==> config.mk <==
export PLATFORM = sky130hd
export DESIGN_NAME = kernel_bram_sequencer
export DESIGN_NICKNAME = d
export VERILOG_FILES = /design/src/rtl/kseq_pkg.sv /design/src/rtl/kseq_counter.sv /design/src/rtl/kernel_bram_sequencer.sv
export SDC_FILE = /design/constraint.sdc
export NUM_CORES = 1
export LEC_CHECK = 0
export ABC_AREA = 1
export BUFFER_PORTS_ARGS = -buffer_cell sky130_fd_sc_hd__buf_2
export CAP_MARGIN = 25
export CELL_PAD_IN_SITES_DETAIL_PLACEMENT = 0
export CELL_PAD_IN_SITES_GLOBAL_PLACEMENT = 1
export CORE_AREA = 2 2 73 75
export CTS_CLUSTER_DIAMETER = 150
export DETAILED_ROUTE_END_ITERATION = 7
export DIE_AREA = 0 0 75 77
export GPL_ROUTABILITY_DRIVEN = 0
export GPL_TIMING_DRIVEN = 0
export PLACE_DENSITY_LB_ADDON = 0.1
export SETUP_SLACK_MARGIN = 0.15
export SLEW_MARGIN = 20
export SYNTH_ARGS = -nofsm -noshare
export SYNTH_HDL_FRONTEND = slang
export SYNTH_SLANG_ARGS = --single-unit
==> constraint.sdc <==
create_clock -name clk -period 1.6 [get_ports clk]
set_input_delay 0.08 -clock clk [delete_from_list [all_inputs] [get_ports clk]]
set_output_delay 0.08 -clock clk [all_outputs]
set_load 0.005 [all_outputs]
==> src/rtl/kseq_pkg.sv <==
// Shared definitions for the kernel BRAM sequencer: FSM state encoding and
// default parameter values.
package kseq_pkg;
  localparam int KSEQ_RD_LATENCY = 2;
  localparam int KSEQ_FILTER_W   = 10;

  typedef enum logic [2:0] {
    S_IDLE       = 3'd0,
    S_WAIT_IDLE  = 3'd1,
    S_LOAD       = 3'd2,
    S_WAIT_IDLE2 = 3'd3,
    S_FETCH      = 3'd4,
    S_LAT        = 3'd5,
    S_PRESENT    = 3'd6
  } kseq_state_t;
endpackage

==> src/rtl/kseq_counter.sv <==
// Generic up-counter with synchronous clear (priority) and count enable.
module kseq_counter #(
  parameter int W = 10
) (
  input  logic         clk,
  input  logic         rst_n,
  input  logic         clr,
  input  logic         en,
  output logic [W-1:0] q
);
  always_ff @(posedge clk or negedge rst_n)
    if (!rst_n)   q <= '0;
    else if (clr) q <= '0;
    else if (en)  q <= q + 1'b1;
endmodule

==> src/rtl/kernel_bram_sequencer.sv <==
// Per-filter kernel BRAM sequencer: load one kernel, then step the read port
// channel by channel under a valid/ready handshake with the MAC array.
// Optional perf counters (stall_cycles, load_cycles) with KSEQ_PERF_CNT_EN.
module kernel_bram_sequencer
  import kseq_pkg::*;
#(
  parameter int RD_LATENCY = KSEQ_RD_LATENCY,
  parameter int FILTER_W   = KSEQ_FILTER_W
) (
  input  logic                clk,
  input  logic                rst_n,
  input  logic                start,
  input  logic [FILTER_W-1:0] num_filters,
  input  logic                last_loading_1ker,
  input  logic                last_channel,
  input  logic                Kernel_BRAM_IDLE,
  output logic                load_BRAM_dina,
  output logic                update_BRAM_doutb,
  output logic                ker_valid,
  input  logic                ker_ready,
  output logic                ker_last,
  output logic [FILTER_W-1:0] filter_idx,
  output logic                busy,
  output logic                done
`ifdef KSEQ_PERF_CNT_EN
  ,
  output logic [31:0]         stall_cycles,
  output logic [31:0]         load_cycles
`endif
);
  localparam int LAT_W = (RD_LATENCY > 1) ? $clog2(RD_LATENCY) : 1;

  kseq_state_t         state, state_nxt;
  logic [FILTER_W-1:0] nf;
  logic                ker_last_pending;
  logic [LAT_W-1:0]    lat_cnt;
  logic                start_acc, final_f, last_hs;

  assign start_acc = (state == S_IDLE) && start;
  assign final_f   = (filter_idx == nf - 1'b1);
  assign last_hs   = (state == S_PRESENT) && ker_ready && ker_last_pending;

  always_ff @(posedge clk or negedge rst_n)
    if (!rst_n) begin
      state            <= S_IDLE;
      nf               <= '0;
      ker_last_pending <= 1'b0;
      lat_cnt          <= '0;
    end else begin
      state <= state_nxt;
      if (start_acc)
        nf <= (num_filters == '0) ? FILTER_W'(1) : num_filters;
      if (state == S_FETCH) begin
        ker_last_pending <= last_channel;
        lat_cnt          <= LAT_W'(RD_LATENCY - 1);
      end else if (state == S_LAT && lat_cnt != '0) begin
        lat_cnt <= lat_cnt - 1'b1;
      end
    end

  always_comb begin
    state_nxt         = state;
    load_BRAM_dina    = 1'b0;
    update_BRAM_doutb = 1'b0;
    ker_valid         = 1'b0;
    ker_last          = 1'b0;
    done              = 1'b0;
    busy              = (state != S_IDLE);
    case (state)
      S_IDLE:       if (start) state_nxt = S_WAIT_IDLE;
      S_WAIT_IDLE:  if (Kernel_BRAM_IDLE) state_nxt = S_LOAD;
      S_LOAD: begin
        load_BRAM_dina = 1'b1;
        if (last_loading_1ker) state_nxt = S_WAIT_IDLE2;
      end
      S_WAIT_IDLE2: if (Kernel_BRAM_IDLE) state_nxt = S_FETCH;
      S_FETCH: begin
        update_BRAM_doutb = 1'b1;
        state_nxt         = S_LAT;
      end
      S_LAT:        if (lat_cnt == '0) state_nxt = S_PRESENT;
      S_PRESENT: begin
        ker_valid = 1'b1;
        ker_last  = ker_last_pending;
        if (ker_ready) begin
          if (!ker_last_pending) state_nxt = S_FETCH;
          else if (final_f) begin
            done      = 1'b1;
            state_nxt = S_IDLE;
          end else state_nxt = S_WAIT_IDLE;
        end
      end
      default:      state_nxt = S_IDLE;
    endcase
  end

  // Filter index advances only between filters; the final handshake leaves it at nf-1.
  kseq_counter #(.W(FILTER_W)) u_filter_cnt (
    .clk   (clk),
    .rst_n (rst_n),
    .clr   (start_acc),
    .en    (last_hs && !final_f),
    .q     (filter_idx)
  );

`ifdef KSEQ_PERF_CNT_EN
  always_ff @(posedge clk or negedge rst_n)
    if (!rst_n) begin
      stall_cycles <= '0;
      load_cycles  <= '0;
    end else if (start_acc) begin
      stall_cycles <= '0;
      load_cycles  <= '0;
    end else begin
      if (state == S_PRESENT && !ker_ready && stall_cycles != '1)
        stall_cycles <= stall_cycles + 1'b1;
      if (state == S_LOAD && load_cycles != '1)
        load_cycles <= load_cycles + 1'b1;
    end
`endif
endmodule

==> impl_metrics.json <==
{
  "async_reset_ff_share_pct": 100,
  "yosys_warnings": 0,
  "grt_max_degree": 26,
  "synth_area_leaders": "dfrtp_1 (37%), nand2_1 (14%), inv_1 (8.1%)",
  "yosysSeqAreaShare_pct": 36.6,
  "antenna_left": 0,
  "max-cap-violations": 0,
  "n_fill_cell": 549,
  "slew_headroom_pct": 59.2,
  "finalNetCount": 308,
  "grt_pass1_vias": 1558,
  "post-route-drc-count": 0,
  "period_needed_ns": 2.02,
  "grtUsageMet2_pct": 27.0,
  "wl_um": 4550,
  "hold_class": "primary input to flop",
  "use_met3_pct": 2.89,
  "clk_path_buf_depth": 2,
  "hold_slack_ns": 0.0125,
  "die_w_um": 75,
  "h-tree-depth": 1,
  "vdd_drop_max_v": 0.000644,
  "n_antenna_cell": 0,
  "outcome": "finished with violations",
  "path_cells": "inv_2, ha_4, nand2_4, nor2_4, nor2_1, nor2_1, nand3_1, nor2_4, nand3_4, buf_6, nor2_4, buf_2",
  "ys.flop_type": "dfrtp_1",
  "clock.fmax_mhz": 494,
  "synth_seq_cells": 25,
  "clkSinkCount": 25,
  "cts_tree": "done",
  "clk-insertion-delay-late_ns": 0.27,
  "ioPinCount": 33,
  "via_per_inst": 4.58,
  "p_leak_nw": 1.17,
  "p_switching_mw": 1.47,
  "p_int_mw": 1.69,
  "grt_usage_pct": 16.7,
  "rsz0062_at_grt": "true",
  "failed_checks": "setup timing",
  "syn-cell-area_sq_um": 1710,
  "layout-drive-gt1-share_pct": 32.6,
  "drtIter0Drc": 90,
  "synth_edf_count": 0,
  "tightest_slew_ns": 0.612,
  "p_sw_share_pct": 46.5,
  "hpwl_um": 3270,
  "cts_root_buf": "clkbuf_8",
  "critPathMostFrequentCell": "nor2_4",
  "ys_types": 31,
  "critPathArrivalTime_ns": 1.94,
  "cpPeakStageDelay_ns": 0.41,
  "fin_skew_ns": 0.00246,
  "path_clk_slew_ns": 0.10,
  "busiest_layer": "met2",
  "end_kind": "output port",
  "syn_inst": 243,
  "wire_per_inst_um": 12.7,
  "crit_fanout": 4,
  "grt_pass1_wl_um": 7570,
  "setup-violations-final": 12,
  "synthToLayoutAreaGrowth_pct": 28.6,
  "vias": 1638,
  "core_area_sq_um": 4980,
  "cts_buffers": 3,
  "port_buffers": 32,
  "synth_top_area_cell": "dfrtp_1",
  "antenna_found_initial": 0,
  "overflow": 0,
  "slew_viol_final": 0,
  "finalHoldViolCount": 0,
  "layout.cells.non_filler": 358,
  "required_ns": 1.52,
  "crit_type": "flop to output port",
  "dp_cells": 345,
  "dr.pass1.iters": 4,
  "syn_nets": 262,
  "startpoint_type": "flop",
  "num_rows": 26,
  "seq_power_share_pct": 34.8,
  "slowest_stage": "dfrtp_1",
  "fp.dieH_um": 77,
  "powerDensity_nw_per_um2": 1430,
  "dieArea_sq_um": 5780,
  "synth_top_area_share_pct": 36.6,
  "syn_avg_cell_area_sq_um": 7.03,
  "fin_crit_sh_pct": 127,
  "grt_use_met1_pct": 23.7,
  "combPwrFrac_pct": 52.5,
  "power_frac_clock_pct": 12.7,
  "start_util_pct": 34.3,
  "fin_tns_setup_ns": -4.11,
  "worst_slack_ns": -0.425
}
[worst paths after layout]
check / startpoint / to / slack, ns / cells after the start
max: nf[1] / done / -0.42 / 12
min: last_channel / ker_last_pending / 0.01 / 3
max reg2reg: nf[1] / u_filter_cnt.q[9] / -0.35 / 14
min reg2reg: ker_last_pending / state[0] / 0.52 / 2
max in group asynchronous: rst_n / state[0] / 0.82 / 2
min in group asynchronous: rst_n / u_filter_cnt.q[3] / 0.34 / 2
[layout by cell type, fill, tap and decap left out, drive strengths merged]
cell	instances
nand3b	2
nand2	67
clkinv	2
nor2	26
a31oi	1
inv	40
nand3	23
nand4	11
dlygate4sd3	1
o21ai	14
nor3	5
o22ai	1
nor4	2
ha	2
or2	1
xor2	10
a21oi	3
a211oi	1
dfrtp	25
buf	43
clkbuf	5
xnor2	3
[logic make-up after synthesis]
kind of cell               count (synthesis)  synth area share [%]
DFF                                       25                  36.6
buffers and inverters                     47                  10.9
xor gates and xnor gates                  13                  6.66
adders and majority gates                  2                  1.46
and+or+nand+nor                          136                  38.2
AOI/OAI and AO/OA                         20                  6.15
[synthesized netlist by cell type (2+ instances only)]
library cell	count
inv_1	37
nor2_2	6
nor2_1	19
nor3_1	3
dfrtp_1	25
ha_1	2
xnor2_1	3
nor4_1	2
inv_2	3
o21ai_0	13
nor3_2	2
nand3_1	21
nand4_1	11
a21oi_1	3
nand3b_1	2
xor2_1	10
nand2_2	3
nand2_1	62
buf_2	2
clkbuf_1	3
[state kept, by name, indices dropped and copies added (netlist names)]
signal and flops:
state 3, u_filter_cnt.q 10, nf 10, lat_cnt 1, ker_last_pending 1
[metrics by stage]
step / power, mW / instance area, sq um / util, % / worst slack [ns]
3_3_place_gp: 2.51 / 1970 / 39.7 / -0.216
4_1_cts: 3.00 / 2080 / 41.8 / -0.395
6_report: 3.15 / 2200 / 44.2 / -0.425
5_1_grt: 3.47 / 2200 / 44.2 / -0.578
3_5_place_dp: 2.52 / 1970 / 39.7 / -0.219
2_1_floorplan: 2.13 / 1730 / - / 0.00202
[worst max-delay path, delay by kind of cell, from the launching register on]
kind	cells	cell delay, ns
AND/OR/NAND/NOR	8	0.77
adder cells (fa/ha/maj)	1	0.16
buffers and inverters	3	0.32
flip-flops	1	0.41
[cell type report]
| cell class | instances | area (sq um) | area share (%) |
|---|---|---|---|
| plain buffers | 6 | 38.8 | 1.76 |
| well taps | 70 | 87.6 | 3.98 |
| clock buffers | 3 | 41.3 | 1.88 |
| clock inverters | 1 | 5.00 | 0.228 |
| multi-input cells | 172 | 1010 | 46.2 |
| inverters | 41 | 154 | 7.00 |
| flip-flops and latches | 25 | 627 | 28.5 |
| repair buffers | 40 | 230 | 10.5 |
[power groups by stage]
stage | logic (mW) | clock network [mW] | registers (mW)
6_report | 1.66 | 0.400 | 1.10
5_1_grt | 1.90 | 0.437 | 1.13
4_1_cts | 1.52 | 0.411 | 1.08
3_5_place_dp | 1.43 | 0 | 1.09
3_3_place_gp | 1.42 | 0 | 1.09
2_1_floorplan | 1.10 | 0 | 1.03
[per-layer routing]
layer  routed length (um)  share of wire, %
met1                 2220                49
met2                 2130                47
met3                  186               4.1
met4                   19              0.42
met5                    0                 0
[timing repair]
item | CTS | global route
gates resized for setup | 5 | 30
endpoints found under the setup margin | 13 | 24
pin swaps | 6 | 9
hold buffers | 1 | 0
setup buffers | 4 | 3
hold endpoints to repair | 25 | 0
gates cloned | 0 | 1
No activity file was read; power rests on OpenSTA's default activity.
